===== src/rtl/fp_addsub.sv =====
// Multi-cycle floating-point adder/subtractor (IDLE>ALIGN>ADD>NORM>ROUND>DONE), flush-to-zero.
// Define FP_ADDSUB_RNE_EN for round-to-nearest-even; otherwise the result is truncated.
module fp_addsub #(
    parameter int unsigned EXP_WIDTH = 8,
    parameter int unsigned MAN_WIDTH = 23
) (
    input  logic                           clock,
    input  logic                           reset,
    input  logic [EXP_WIDTH+MAN_WIDTH:0]   data_a,
    input  logic [EXP_WIDTH+MAN_WIDTH:0]   data_b,
    input  logic                           op_sub,
    input  logic                           input_rdy,
    output logic                           input_ack,
    output logic [EXP_WIDTH+MAN_WIDTH:0]   result,
    output logic                           output_rdy,
    input  logic                           output_ack
);

    localparam int unsigned EW  = EXP_WIDTH;
    localparam int unsigned MW  = MAN_WIDTH;
    localparam int unsigned W   = 1 + EW + MW;
    localparam int unsigned XW  = MW + 4;
    localparam int unsigned SW  = 2 * XW;
    localparam int unsigned LZW = $clog2(XW + 1);
    localparam logic [EW-1:0] EXP_MAX = '1;

    typedef enum logic [2:0] {
        S_IDLE, S_ALIGN, S_ADD, S_NORM, S_ROUND, S_DONE
    } state_t;

    state_t         state_q, state_d;
    logic           input_ack_q, input_ack_d;
    logic           output_rdy_q, output_rdy_d;
    logic [W-1:0]   result_q, result_d;
    logic [W-1:0]   a_q, a_d, b_q, b_d;
    logic           sub_q, sub_d;
    logic           special_q, special_d;
    logic [W-1:0]   special_val_q, special_val_d;
    logic           sign_q, sign_d;
    logic           eff_sub_q, eff_sub_d;
    logic [EW:0]    exp_q, exp_d;
    logic [XW-1:0]  x_q, x_d, y_q, y_d;
    logic [XW:0]    sum_q, sum_d;
    logic [XW-1:0]  norm_q, norm_d;
    logic           zero_q, zero_d;

    // Alignment: unpack, classify specials, order by magnitude, shift the smaller operand
    logic [EW-1:0]  ea, eb, ex, ey, ediff;
    logic [MW-1:0]  ma, mb;
    logic           sa, sb, a_nan, b_nan, a_inf, b_inf, a_ge;
    logic [XW-1:0]  xa_ext, xb_ext, x_al, y_pre, y_al;
    logic [SW-1:0]  y_win;
    logic           al_special, al_sign;
    logic [W-1:0]   al_special_val;

    always_comb begin : align_logic
        ea     = a_q[W-2 -: EW];
        eb     = b_q[W-2 -: EW];
        ma     = a_q[MW-1:0];
        mb     = b_q[MW-1:0];
        sa     = a_q[W-1];
        sb     = b_q[W-1] ^ sub_q;
        a_nan  = (ea == EXP_MAX) && (ma != '0);
        b_nan  = (eb == EXP_MAX) && (mb != '0);
        a_inf  = (ea == EXP_MAX) && (ma == '0);
        b_inf  = (eb == EXP_MAX) && (mb == '0);
        xa_ext = (ea == '0) ? '0 : {1'b1, ma, 3'b000};
        xb_ext = (eb == '0) ? '0 : {1'b1, mb, 3'b000};
        a_ge   = {ea, xa_ext} >= {eb, xb_ext};
        if (a_ge) begin
            ex = ea; ey = eb; x_al = xa_ext; y_pre = xb_ext; al_sign = sa;
        end else begin
            ex = eb; ey = ea; x_al = xb_ext; y_pre = xa_ext; al_sign = sb;
        end
        ediff = ex - ey;
        y_win = '0;
        if (32'(ediff) >= XW) begin
            y_al = {(XW-1)'(0), |y_pre};
        end else begin
            y_win = {y_pre, XW'(0)} >> ediff;
            y_al  = {y_win[SW-1:XW+1], y_win[XW] | (|y_win[XW-1:0])};
        end
        al_special = a_nan | b_nan | a_inf | b_inf;
        if (a_nan || b_nan || (a_inf && b_inf && (sa ^ sb))) begin
            al_special_val = '1;
        end else if (a_inf) begin
            al_special_val = {sa, EXP_MAX, MW'(0)};
        end else begin
            al_special_val = {sb, EXP_MAX, MW'(0)};
        end
    end

    // Normalisation: carry shifts right, otherwise a single-cycle leading-zero shift
    logic [LZW-1:0] lz;
    logic [XW-1:0]  nm;
    logic [EW:0]    ne;
    logic           nz, nsign;

    always_comb begin : norm_logic
        lz = LZW'(XW);
        for (int i = 0; i < XW; i++) begin
            if (sum_q[i]) lz = LZW'(XW - 1 - i);
        end
        nm    = '0;
        ne    = '0;
        nz    = 1'b0;
        nsign = sign_q;
        if (sum_q[XW]) begin
            nm = {sum_q[XW:2], sum_q[1] | sum_q[0]};
            ne = exp_q + (EW+1)'(1);
        end else if (32'(lz) == XW) begin
            nz    = 1'b1;
            nsign = sign_q & ~eff_sub_q;
        end else if (32'(lz) >= 32'(exp_q)) begin
            nz = 1'b1;
        end else begin
            nm = sum_q[XW-1:0] << lz;
            ne = exp_q - (EW+1)'(lz);
        end
    end

    // Rounding and final packing, including overflow to infinity
    logic            rup;
    logic [MW+1:0]   rm;
    logic [EW:0]     re;
    logic [W-1:0]    rres;
    logic [2:0]      unused_grs;

    always_comb begin : round_logic
`ifdef FP_ADDSUB_RNE_EN
        rup        = norm_q[2] & (norm_q[1] | norm_q[0] | norm_q[3]);
        unused_grs = '0;
`else
        rup        = 1'b0;
        unused_grs = norm_q[2:0];
`endif
        rm = {1'b0, norm_q[XW-1:3]} + (MW+2)'(rup);
        re = exp_q + (EW+1)'(rm[MW+1]);
        if (special_q) begin
            rres = special_val_q;
        end else if (zero_q) begin
            rres = {sign_q, (W-1)'(0)};
        end else if (re >= {1'b0, EXP_MAX}) begin
            rres = {sign_q, EXP_MAX, MW'(0)};
        end else if (rm[MW+1]) begin
            rres = {sign_q, re[EW-1:0], rm[MW:1]};
        end else begin
            rres = {sign_q, re[EW-1:0], rm[MW-1:0]};
        end
    end

    always_comb begin : fsm_next
        state_d       = state_q;
        input_ack_d   = 1'b0;
        output_rdy_d  = 1'b0;
        result_d      = result_q;
        a_d           = a_q;
        b_d           = b_q;
        sub_d         = sub_q;
        special_d     = special_q;
        special_val_d = special_val_q;
        sign_d        = sign_q;
        eff_sub_d     = eff_sub_q;
        exp_d         = exp_q;
        x_d           = x_q;
        y_d           = y_q;
        sum_d         = sum_q;
        norm_d        = norm_q;
        zero_d        = zero_q;
        case (state_q)
            S_IDLE: begin
                if (input_rdy) begin
                    a_d         = data_a;
                    b_d         = data_b;
                    sub_d       = op_sub;
                    input_ack_d = 1'b1;
                    state_d     = S_ALIGN;
                end
            end
            S_ALIGN: begin
                special_d     = al_special;
                special_val_d = al_special_val;
                sign_d        = al_sign;
                eff_sub_d     = sa ^ sb;
                exp_d         = {1'b0, ex};
                x_d           = x_al;
                y_d           = y_al;
                state_d       = S_ADD;
            end
            S_ADD: begin
                sum_d   = eff_sub_q ? ({1'b0, x_q} - {1'b0, y_q}) : ({1'b0, x_q} + {1'b0, y_q});
                state_d = S_NORM;
            end
            S_NORM: begin
                norm_d  = nm;
                exp_d   = ne;
                zero_d  = nz;
                sign_d  = nsign;
                state_d = S_ROUND;
            end
            S_ROUND: begin
                result_d     = rres;
                output_rdy_d = 1'b1;
                state_d      = S_DONE;
            end
            S_DONE: begin
                if (output_ack) state_d = S_IDLE;
                else            output_rdy_d = 1'b1;
            end
            default: state_d = S_IDLE;
        endcase
    end

    always_ff @(posedge clock or negedge reset) begin
        if (!reset) begin
            state_q       <= S_IDLE;
            input_ack_q   <= 1'b0;
            output_rdy_q  <= 1'b0;
            result_q      <= '0;
            a_q           <= '0;
            b_q           <= '0;
            sub_q         <= 1'b0;
            special_q     <= 1'b0;
            special_val_q <= '0;
            sign_q        <= 1'b0;
            eff_sub_q     <= 1'b0;
            exp_q         <= '0;
            x_q           <= '0;
            y_q           <= '0;
            sum_q         <= '0;
            norm_q        <= '0;
            zero_q        <= 1'b0;
        end else begin
            state_q       <= state_d;
            input_ack_q   <= input_ack_d;
            output_rdy_q  <= output_rdy_d;
            result_q      <= result_d;
            a_q           <= a_d;
            b_q           <= b_d;
            sub_q         <= sub_d;
            special_q     <= special_d;
            special_val_q <= special_val_d;
            sign_q        <= sign_d;
            eff_sub_q     <= eff_sub_d;
            exp_q         <= exp_d;
            x_q           <= x_d;
            y_q           <= y_d;
            sum_q         <= sum_d;
            norm_q        <= norm_d;
            zero_q        <= zero_d;
        end
    end

    assign input_ack  = input_ack_q;
    assign output_rdy = output_rdy_q;
    assign result     = result_q;

endmodule

===== config.mk =====
export PLATFORM = sky130hd
export DESIGN_NAME = fp_addsub
export DESIGN_NICKNAME = d
export VERILOG_FILES = /design/src/rtl/fp_addsub.sv
export SDC_FILE = /design/constraint.sdc
export NUM_CORES = 1
export LEC_CHECK = 0
export ABC_AREA = 1
export CAP_MARGIN = 40
export CORE_AREA = 2 2 183 185
export CTS_CLUSTER_DIAMETER = 100
export DETAILED_ROUTE_END_ITERATION = 10
export DIE_AREA = 0 0 185 187
export PLACE_DENSITY = 0.69
export SYNTH_ARGS = -nofsm -noshare
export SYNTH_HDL_FRONTEND = slang
export SYNTH_SLANG_ARGS = --single-unit

===== constraint.sdc =====
create_clock -name clock -period 9.55 [get_ports clock]
set_input_delay 1.4325 -clock clock [delete_from_list [all_inputs] [get_ports clock]]
set_output_delay 1.4325 -clock clock [all_outputs]
set_load 0.05 [all_outputs]

==> out/metrics.yaml, run 1 <==
synth_nets: 2545
fp.dieW_microns: 185
period_needed_ns: 6.81
crit_start: "a_q[28]"
grt_pass1_wl_microns: 82400
ios: 103
fin_tns_setup_ns: 0
setup_viol: 0
hold_class: "reg2reg"
coreArea_sq_mm: 0.0329
endpoint_kind: "register"
met3_usage_pct: 3.13
gp_congestion: 1.02
path_buf_inv: 5
synth.ff_latch_count: 220
crit_top_cell: "nand2_1"
finalHoldViolCount: 0
cp.required_ns: 9.94
cts_tree: "yes"
drv_cap: 0
row_count: 67
grt-ovfl-total: 0
rr_worst_depth: 25
rsz0062_at_grt: "false"
syn-mean-instance-area_sq_um: 6.79
cp_top_family: "simple AND/OR/NAND/NOR gates"
dieHeight_microns: 187
r2r_setup_slack_ns: 2.74
postRouteAntennaNets: 0
synth.area.top_cells: "dfrtp_1 34%, nand2_1 15%, nand3_1 8.1%, o21ai_0 7.5%, inv_1 5.3%"
synthArstFlopShare_pct: 100
drv_slew: 0
slew_headroom_pct: 38.9
port_buffers: 102
htreeDepth: 1
skew_ns: 0.0215
dp.cells: 2862
syn_to_final_growth_pct: 13.3
clock_path_buffers: 3
fin_nets: 2577
synth.top_cell.area_share_pct: 33.7
grt_use_met2_pct: 50.2
dr.first_iter.drc_count: 1749
path_class: "reg2reg"
dp_hpwl_microns: 38900
clockRootBuffer: "clkbuf_16"
fin_crit_sh_pct: 71.3
drc: 0
synth_cell_types: 58
yosys.area.top_type: "dfrtp_1"
ys_top_cells_by_count: "647 x nand2_1, 264 x nand3_1, 245 x o21ai_0"
fmax_ghz: 0.147
reg2reg_from: "a_q[28]"
final_cells: 2904
synth_edf_count: 0
layout-drive-gt1-share_pct: 4.15
yosysMostFrequentCell: "nand2_1"
insertion_delay_ns: 0.55
grt_max_degree: 119
num_antenna_cells: 0
dieArea_sq_mm: 0.0346
status: "complete, no violations"
placed_area_sq_mm: 0.0177
met1_usage_pct: 37.7
final_util_pct: 56.4
dr.pass1.iters: 5
cts_hold_buf: 0
grt_usage_pct: 29.4
cts.sinks: 220
start_util_pct: 49.8
num_vias: 16800
vias_per_cell: 5.80
antenna_found_initial: 0
r2r-end: "y_q[4]"
worst_pin_slew_ns: 0.914
wl_microns: 51000
cts_made_buffers: 26
postSynthCellCount: 2410
ys_seq_area_share_pct: 33.7
synth-main-ff-cell: "dfrtp_1"
design_area_sq_mm: 0.0185
cp.depth: 25
cp_max_fo: 50
post_cts_buffers: 0
startpoint_type: "register"
globalRoute.busiestLayer: "met2"
cts_resized: 0
slowest_stage: "clkinv_1"
wire_per_inst_microns: 17.6
crit_arrival_ns: 7.20
yosys_warnings: 0
syn_area_sq_mm: 0.0164
cts.clk_slew.worst_paths_ns: 0.06
critPathMaxStageDelay_ns: 0.68
grt_pass1_vias: 15900
crit_end: "y_q[4]"
stage by stage:
stage          hold slack [ns]  setup slack (ns)
4_1_cts                  0.494              2.88
2_1_floorplan            0.440              5.15
6_report                 0.495              2.74
3_5_place_dp             0.478              2.91
3_3_place_gp             0.456              3.13
5_1_grt                  0.505              2.08
flip-flops by register name, indices dropped and copies added, names as in the netlist, 3 cells and up:
register,flops
result,32
special_val_q,3
state_q,3
sum_q,28
a_q,32
norm_q,23
exp_q,9
b_q,32
y_q,27
x_q,24
metal layers:
| layer | part of all wire, % | wire (microns) |
|---|---|---|
| met1 | 42 | 21400 |
| met3 | 5.5 | 2820 |
| met4 | 4.9 | 2480 |
| met2 | 48 | 24300 |
| met5 | 0 | 0 |
cell type report:
class	instances	area [sq um]
clock buffer	35	724
timing repair buffer	127	1280
fill	3212	14300
sequential	220	5510
clock inverter	7	100
multi-input combinational	1828	9450
inverter	239	897
tap	448	561
cells in the final DEF (no fill, tap or decap), drive strengths merged, types with 3 or more instances in the layout:
cell           count
o21bai             4
mux2i              3
o211ai            11
o21ai            270
o22ai             11
clkdlybuf4s50    101
a22oi             23
a31oi              7
xnor2             12
nor4              19
nand4             47
inv              236
nand2            651
nor2             171
or2                7
a21oi            110
xor2              45
clkinv             8
a21o               6
dfrtp            220
o221ai            29
o21a              25
buf               26
clkbuf            35
nor3              17
ha                65
nand3            269
worst min-delay path by stage:
stage | startpoint | end | cells past startpoint
2_1_floorplan | special_val_q[30] | special_val_q[30] | 1
3_3_place_gp | special_val_q[30] | special_val_q[30] | 1
3_5_place_dp | special_val_q[30] | special_val_q[30] | 1
4_1_cts | special_val_q[30] | special_val_q[30] | 1
5_1_grt | special_val_q[30] | special_val_q[30] | 1
6_report | special_val_q[30] | special_val_q[30] | 1
kinds of logic after synthesis:
kind of cell | share of synthesized area (%)
fa+ha+maj | 5.10
simple gates | 31.1
compound gates | 18.1
flops | 33.7
buf+inv | 8.62
mux | 0.184
xor+xnor | 3.19
Power of run 1 is left out: the tool's default activity adds up to more than one toggle a clock period on the data nets, which glitch-free logic cannot reach.
==> run 2: changes to the inputs <==
Clock period 9.55 ns to 6.87 ns, I/O delays scaled along.
==> out/metrics.yaml, run 2 (synthesized netlist as in run 1, its figures left out) <==
status: "complete, no violations"
clock_path_buffers: 3  # unchanged
grt_max_degree: 112  # -5.9%
clockRootBuffer: "clkbuf_16"
wl_microns: 52600  # +3.2%
cp_top_family: "simple AND/OR/NAND/NOR gates"
endpoint_kind: "register"
drv_cap: 0  # unchanged
drc: 0  # unchanged
grt_pass1_wl_microns: 85200  # +3.3%
final_common_cell: "nand2_1"
vias_per_cell: 5.71  # -1.5%
antenna_found_initial: 0  # unchanged
grt_usage_pct: 30.7  # +1.2 points
grt-ovfl-total: 0  # unchanged
path_buf_inv: 2  # -3
ios: 103  # unchanged
crit_arrival_ns: 6.43  # -0.77 ns
dr.pass1.iters: 6  # +1
crit_top_cell: "nand2_1"
grt_pass1_vias: 15900  # +0.13%
hold_class: "in2async"
dp_hpwl_microns: 40400  # +4.0%
row_count: 67  # unchanged
layout-drive-gt1-share_pct: 4.90  # +0.74 points
setup_viol: 0  # unchanged
fmax_ghz: 0.167  # +13%
drv_slew: 0  # unchanged
dieArea_sq_mm: 0.0346  # unchanged
reg2reg_from: "a_q[28]"
fp.dieW_microns: 185  # unchanged
final_cell_mix: "647 x nand2_1, 264 x nand3_1, 245 x o21ai_0"
start_util_pct: 49.8  # unchanged
r2r_setup_slack_ns: 0.87  # -1.87 ns
insertion_delay_ns: 0.55  # about the same
slowest_stage: "dfrtp_1"
cts_made_buffers: 27  # +3.8%
slew_headroom_pct: 40.7  # +1.8 points
port_buffers: 102  # unchanged
dp.cells: 2871  # +0.31%
cp_max_fo: 40  # -20%
nFillCells: 3254  # +1.3%
post_cts_buffers: 0  # unchanged
cp.required_ns: 7.30  # -2.64 ns
gp_congestion: 1.03  # +1.7%
worst_pin_slew_ns: 0.887  # -0.0266 ns
skew_ns: 0.0178  # -0.00373 ns
syn_to_final_growth_pct: 14.6
cts.sinks: 220  # unchanged
fin_crit_sh_pct: 87.4  # +16 points
cts_tree: "yes"
startpoint_type: "register"
hold_ws_ns: 0.481  # -0.0142 ns
wire_per_inst_microns: 18.0  # +2.7%
num_antenna_cells: 0  # unchanged
finalHoldViolCount: 0  # unchanged
htreeDepth: 1  # unchanged
fin_nets: 2587  # +0.39%
rsz0062_at_grt: "false"
dieHeight_microns: 187  # unchanged
rr_worst_depth: 38  # +52%
postRouteAntennaNets: 0  # unchanged
r2r-end: "y_q[0]"
cts.clk_slew.worst_paths_ns: 0.06  # about the same
critPathMaxStageDelay_ns: 0.42  # -0.26 ns
crit_start: "a_q[28]"
fin_tns_setup_ns: 0  # unchanged
period_needed_ns: 6.00  # -0.808 ns
num_vias: 16700  # -1.0%
dr.first_iter.drc_count: 1454  # -17%
final_cells: 2919  # +0.52%
path_class: "reg2reg"
cts_hold_buf: 0  # unchanged
coreArea_sq_mm: 0.0329  # unchanged
## run 2: cell count changes in the layout (fill, tap and decap cells not counted), sizes merged
cell,before,now
buf,26,35
clkinv,8,5
clkinvlp,0,5
bufinv,2,4
clkbuf,35,37
## run 2: how the worst max path moves through the flow
stage	endpoint	slack (ns)	cells past startpoint
final	y_q[0]	0.87	38
after global routing	y_q[0]	0.17	40
after CTS	y_q[0]	0.63	36
after detailed placement	y_q[0]	0.63	36
after global placement	y_q[0]	0.72	39
after floorplan	y_q[0]	2.47	34
## run 2: through the flow
stage	cell area, sq um	util [%]	worst slack (ns)
floorplan	16400	-	2.47
global placement	17700	53.8	0.718
detailed placement	17800	54.1	0.633
CTS	18700	57.0	0.629
global route	18700	57.0	0.175
finish	18700	57.0	0.869
## run 2: timing repair
| action | CTS | global route |
|---|---|---|
| gates resized for setup | 0 | 3 |
| endpoints found under the setup margin | 0 | 2 |
| hold endpoints to repair | 0 | 0 |
## run 2: layer usage
layer  GRT usage (%)  vias up  part of all wire (%)
li1                -     8179                     -
met4            11.5        0                   4.1
met5               0        -                     0
met2            52.7      540                    49
met1            39.5     7823                    42
met3            3.50      118                   5.0
## run 2: area by class of cell
cell class                 instances  area (sq um)  share of cell area, %
clock inverter                    11           166                  0.888
multi-input combinational       1828          9460                   50.5
tap                              448           561                   2.99
clock buffer                      37           783                   4.18
sequential                       220          5510                   29.4
timing repair buffer             136          1350                   7.23
inverter                         239           905                   4.83
## run 2: worst register-to-register path: cells and delay by family (launching register included)
kind          cells  cell delay, ns
flops             1            0.42
buf+inv           2            0.50
simple gates     35            4.66
fa+ha+maj         1            0.32
Power of run 2 is left out for the same reason.
